## config.mk

```make
export PLATFORM = sky130hd
export DESIGN_NAME = systolic_feeder
export DESIGN_NICKNAME = d
export VERILOG_FILES = /design/src/rtl/systolic_feeder.sv
export SDC_FILE = /design/constraint.sdc
export NUM_CORES = 1
export LEC_CHECK = 0
export BUFFER_PORTS_ARGS = -buffer_cell sky130_fd_sc_hd__buf_4
export CAP_MARGIN = 5
export CORE_ASPECT_RATIO = 1.5
export CORE_MARGIN = 3
export CORE_UTILIZATION = 55
export DETAILED_ROUTE_END_ITERATION = 8
export GPL_TIMING_DRIVEN = 0
export PLACE_DENSITY = 0.79
export SYNTH_ARGS = -nofsm -noshare
export SYNTH_HDL_FRONTEND = slang
export SYNTH_SLANG_ARGS = --single-unit
```

## constraint.sdc

```tcl
create_clock -name clk -period 3.9 [get_ports clk]
set_input_delay 0.195 -clock clk [delete_from_list [all_inputs] [get_ports clk]]
set_output_delay 0.195 -clock clk [all_outputs]
set_load 0.005 [all_outputs]
```

## src/rtl/systolic_feeder.sv

```systemverilog
// Skewed A/B edge feeder for an N x N output-stationary systolic array.
// Optional pe_rst_n clear phase before each job is compiled in by SYSTOLIC_FEEDER_AUTO_CLEAR_EN.
module systolic_feeder #(
  parameter int N = 4,
  parameter int K = 4
) (
  input  logic                      clk,
  input  logic                      reset,
  input  logic                      wr_en,
  input  logic                      wr_sel,
  input  logic [$clog2(N*K)-1:0]    wr_addr,
  input  logic [7:0]                wr_data,
  input  logic                      start,
  output logic [N*8-1:0]            a_edge,
  output logic [N*8-1:0]            b_edge,
  output logic                      pe_rst_n,
  output logic                      busy,
  output logic                      done
);

  localparam int NK = N * K;
  localparam int AW = $clog2(NK);
  localparam int SL = K + N - 1;
  localparam int CW = $clog2(K + N);
  localparam logic [AW:0] NK_EXT = NK[AW:0];

  typedef enum logic [2:0] {
    IDLE,
`ifdef SYSTOLIC_FEEDER_AUTO_CLEAR_EN
    CLEAR,
`endif
    STREAM,
    DRAIN,
    DONE
  } state_t;

  state_t        state, next_state;
  logic [CW-1:0] cnt, next_cnt;
  logic [7:0]    a_buf [NK];
  logic [7:0]    b_buf [NK];
  logic [7:0]    a_eff [NK];
  logic [7:0]    b_eff [NK];
  logic [N*8-1:0] a_next, b_next;
  logic          wr_ok;

  assign wr_ok = wr_en && (state == IDLE) && ({1'b0, wr_addr} < NK_EXT);

  always_ff @(posedge clk) begin
    if (reset) begin
      for (int n = 0; n < NK; n++) begin
        a_buf[n] <= '0;
        b_buf[n] <= '0;
      end
    end else if (wr_ok) begin
      if (wr_sel) b_buf[wr_addr] <= wr_data;
      else        a_buf[wr_addr] <= wr_data;
    end
  end

  // A write landing in the same cycle as start must already be visible to step 0.
  always_comb begin
    a_eff = a_buf;
    b_eff = b_buf;
    if (wr_ok) begin
      if (wr_sel) b_eff[wr_addr] = wr_data;
      else        a_eff[wr_addr] = wr_data;
    end
  end

  always_comb begin
    next_state = state;
    next_cnt   = '0;
    case (state)
      IDLE: begin
        if (start) begin
`ifdef SYSTOLIC_FEEDER_AUTO_CLEAR_EN
          next_state = CLEAR;
`else
          next_state = STREAM;
`endif
        end
      end
`ifdef SYSTOLIC_FEEDER_AUTO_CLEAR_EN
      CLEAR: next_state = STREAM;
`endif
      STREAM: begin
        if (cnt == CW'(SL - 1)) next_state = DRAIN;
        else                    next_cnt   = cnt + 1'b1;
      end
      DRAIN: begin
        if (cnt == CW'(N - 1)) next_state = DONE;
        else                   next_cnt   = cnt + 1'b1;
      end
      DONE:    next_state = IDLE;
      default: next_state = IDLE;
    endcase
  end

  // Row i lags by i steps and column j by j steps, producing the diagonal wavefront.
  always_comb begin
    a_next = '0;
    b_next = '0;
    if (next_state == STREAM) begin
      for (int i = 0; i < N; i++) begin
        if ((int'(next_cnt) >= i) && (int'(next_cnt) - i < K))
          a_next[8*i +: 8] = a_eff[AW'(i * K + int'(next_cnt) - i)];
      end
      for (int j = 0; j < N; j++) begin
        if ((int'(next_cnt) >= j) && (int'(next_cnt) - j < K))
          b_next[8*j +: 8] = b_eff[AW'((int'(next_cnt) - j) * N + j)];
      end
    end
  end

  always_ff @(posedge clk) begin
    if (reset) begin
      state    <= IDLE;
      cnt      <= '0;
      a_edge   <= '0;
      b_edge   <= '0;
      busy     <= 1'b0;
      done     <= 1'b0;
      pe_rst_n <= 1'b0;
    end else begin
      state    <= next_state;
      cnt      <= next_cnt;
      a_edge   <= a_next;
      b_edge   <= b_next;
      busy     <= (next_state != IDLE);
      done     <= (next_state == DONE);
`ifdef SYSTOLIC_FEEDER_AUTO_CLEAR_EN
      pe_rst_n <= (next_state != CLEAR);
`else
      pe_rst_n <= 1'b1;
`endif
    end
  end

endmodule

```

==> metrics.md <==
| Metric | Value |
|---|---|
| Asr flop ratio synth | `0%` |
| Pwr Density | `407.4 nW/µm²` |
| # IOs | `84` |
| CP Max Fanout | `10` |
| Area leader, netlist | `dfxtp_1` |
| WP data required | `4.32 ns` |
| Max Clock Freq | `263.0 MHz` |
| Synth top cells by count | `dfxtp_1 (329), nand2_1 (290), nor2_1 (256), a21oi_1 (176), mux2i_1 (117)` |
| CP max stage cell | `a31oi_1` |
| Fin util | `64.82%` |
| Seq. cell area | `6586 µm²` |
| Die Height | `206.4 µm` |
| First-pass GRT wire length | `85220 µm` |
| Outcome | `completed` |
| Initial Util | `56.57%` |
| Area grow syn2layout | `14.58%` |
| Netlist cell types | `72` |
| Antenna-violating nets left | `0` |
| DRC viols | `0` |
| Vias | `14560` |
| All-layer global routing usage | `38.58%` |
| Dpl cell area | `15720 µm²` |
| Die footprint | `28820 µm²` |
| Clock share of power | `43.6%` |
| Min Tclk post-route | `3.802 ns` |
| Max-slew violations | `0` |
| Core area | `26040 µm²` |
| Clock root cell | `clkbuf_16` |
| # clock sinks | `329` |
| Fin crit share | `97.48%` |
| Critical Path AT | `4.22 ns` |
| Most common cell in the netlist | `dfxtp_1` |
| Worst-case clock skew | `0.01153 ns` |
| Worst path cell trace | `buf_4 > inv_1 > ha_1 > nand2_1 > a31oi_1 > buf_4 > buf_2 > nand2_1 > clkbuf_1 > a211oi_1` |
| H-tree levels | `1` |
| Max cap viols | `0` |
| Final Hold Viols | `0` |
| Crit path kind | `flop to flop` |
| DR WL/cell | `25.04 µm` |
| Clock Tree Buf Depth | `3` |
| PnR worst setup slack | `0.09825 ns` |
| Multi-input logic area | `7490 µm²` |
| Highest ir drop seen on vdd | `0.0003497 V` |
| RSZ-0062 raised after global routing | `true` |
| Post-Route WL | `57170 µm` |
| Sw power | `1725 µW` |
| Final setup fails | `0` |
| #FFs+latches synth | `329` |
| Largest net degree at the start of global routing | `20` |
| TNS Setup | `0 ns` |
| Seq pwr share | `49.2%` |
| Row count | `72` |
| Post-route cell area | `16870 µm²` |
| Slowest stage delay, CP | `0.61 ns` |
| Vias in the first global route | `14410` |
| Top cell type's share of synthesized area | `44.72%` |
| Worst-skew pair later-pin latency | `0.59 ns` |
| Switching portion of total power | `25.09%` |
| Startpoint Class | `flop` |
| Nets | `1951` |
| Clk slew on worst S/H paths | `0.07 ns` |
| Worst slack, placed | `-1.050 ns` |
| Leading post-synthesis cells by cell area | `dfxtp_1 (45%), mux2i_1 (8.0%), nand2_1 (7.4%)` |
| Synthesized area per cell | `8.128 µm²` |
| Die X | `139.6 µm` |
| Internal | `5150 µW` |
| Fraction of layout cells with a size suffix above 1 | `11.55%` |
| Slew headroom | `23.01%` |
| Combinational power share | `7.3%` |
| DRT iter0 DRCs | `1830` |
| Via density | `6.379` |
| Number of iterations in the first detailed-routing pass | `6` |
| Syn nets | `1836` |
| Number of flops mapped to enable cells by yosys | `0` |
| Gate count of the mapped netlist | `1812` |
| CTS tree | `done` |
| Post-DP HPWL | `41400 µm` |
| Hold crit path type | `input port to flop` |
| Static Leak | `0.006469 µW` |
| Fill count | `2301` |
| Least-Margin Pin Slew | `1.155 ns` |
| Final Wtd Congestion | `1.019` |
| Synth warnings | `0` |
| Total CTS buffers | `31` |
| Grt total ovfl | `0` |
| Port bufs | `76` |
| Worst Setup End Kind | `flop` |
| Ys flop type | `dfxtp_1` |
| Mapped Area | `14730 µm²` |
| Initial antenna violation count | `1` |
| Sequential area share after synthesis | `44.72%` |
## layout by cell type (no fill, tap or decap), types with 7 or more instances in the layout
cell type,instances
dfxtp_1,329
nand2_1,289
nor2_1,255
a21oi_1,176
mux2i_1,117
clkbuf_1,116
nor3_1,93
buf_4,92
o22ai_1,62
o21ai_0,60
nand3_1,48
clkbuf_16,31
o221ai_1,27
buf_2,24
o32a_1,24
o21ai_1,13
or3_1,12
o22a_1,10
nand2b_1,9
clkbuf_8,8
o21a_1,8
o211ai_1,8
mux4_2,7
## worst paths after layout
| check | start | depth (start not counted) | slack, ns | endpoint |
|---|---|---|---|---|
| setup / recovery | cnt[0] | 10 | 0.1 | a_edge[0] |
| hold / removal | wr_addr[0] | 4 | 0.03 | a_buf[57] |
| hold reg to reg | a_buf[4] | 2 | 0.45 | a_buf[4] |
| setup reg to reg | cnt[0] | 10 | 0.1 | a_edge[0] |
## routing by layer
metal  up-vias  routed length, µm  global-route usage (%)
met2       935              26700                   64.33
met5         -                  7                       0
met3       288               5916                   8.356
met1      6775              19500                   42.73
li1       6563                  -                       -
met4         2               5050                   30.02
## critical path: cells and delay by family (launching register included)
kind / cells / cell delay, ns
adders and majority gates: 1 / 0.24
buffers and inverters: 5 / 1.44
DFF: 1 / 0.32
and+or+nand+nor: 2 / 0.46
AOI/OAI and AO/OA: 2 / 1.17
## what timing repair did
action | in CTS | in global routing
hold buffers | 3 | 0
endpoints found under the setup margin | 32 | 35
resized for setup | 19 | 11
buffers inserted | 6 | 1
pin swaps | 4 | 1
hold endpoints to repair | 5 | 0
## through the flow
stage | std cells | power (µW) | hold slack (ns)
global placement | 2221 | 3911 | 0.4372
detailed placement | 2221 | 3914 | 0.4445
finish | 2283 | 6875 | 0.03197
global route | 2281 | 6991 | 0.07546
CTS | 2282 | 6831 | 0.02018
floorplan | 1812 | 3717 | 0.3502
## power groups by stage
stage | Sequential (µW) | Combinational (µW) | Clock (µW)
6_report | 3380 | 500 | 3000
5_1_grt | 3380 | 512 | 3100
4_1_cts | 3380 | 468 | 2980
3_5_place_dp | 3460 | 459 | 0
3_3_place_gp | 3450 | 456 | 0
2_1_floorplan | 3450 | 263 | 0
## sequential cells by signal (all words and copies together) (netlist names)
name      cells
a_buf       128
b_buf       128
a_edge       32
cnt           3
state         3
b_edge       32
busy          1
pe_rst_n      1
done          1
## cells by family (layout without fill, tap and decap cells)
group           count (synthesis)  after routing  synth area share [%]
fa+ha+maj                       7              7                0.5947
other cells                     1              3               0.02546
flops                         329            329                 44.72
xor+xnor                        4              4                0.2889
compound gates                419            419                 17.53
buf+inv                       166            302                 5.131
mux                           124            124                 9.022
simple gates                  762            762                 22.69
## cell type report
| cell class | count | share of cell area [%] |
|---|---|---|
| Antenna cell | 2 | 0.02966 |
| Buffer | 154 | 4.241 |
| Clock buffer | 47 | 5.368 |
| Clock inverter | 7 | 0.4152 |
| Inverter | 8 | 0.1928 |
| Multi-Input combinational cell | 1317 | 44.38 |
| Sequential cell | 329 | 39.03 |
| Tap cell | 333 | 2.469 |
| Timing Repair Buffer | 86 | 3.870 |
No activity file was read; power rests on OpenSTA's default activity.
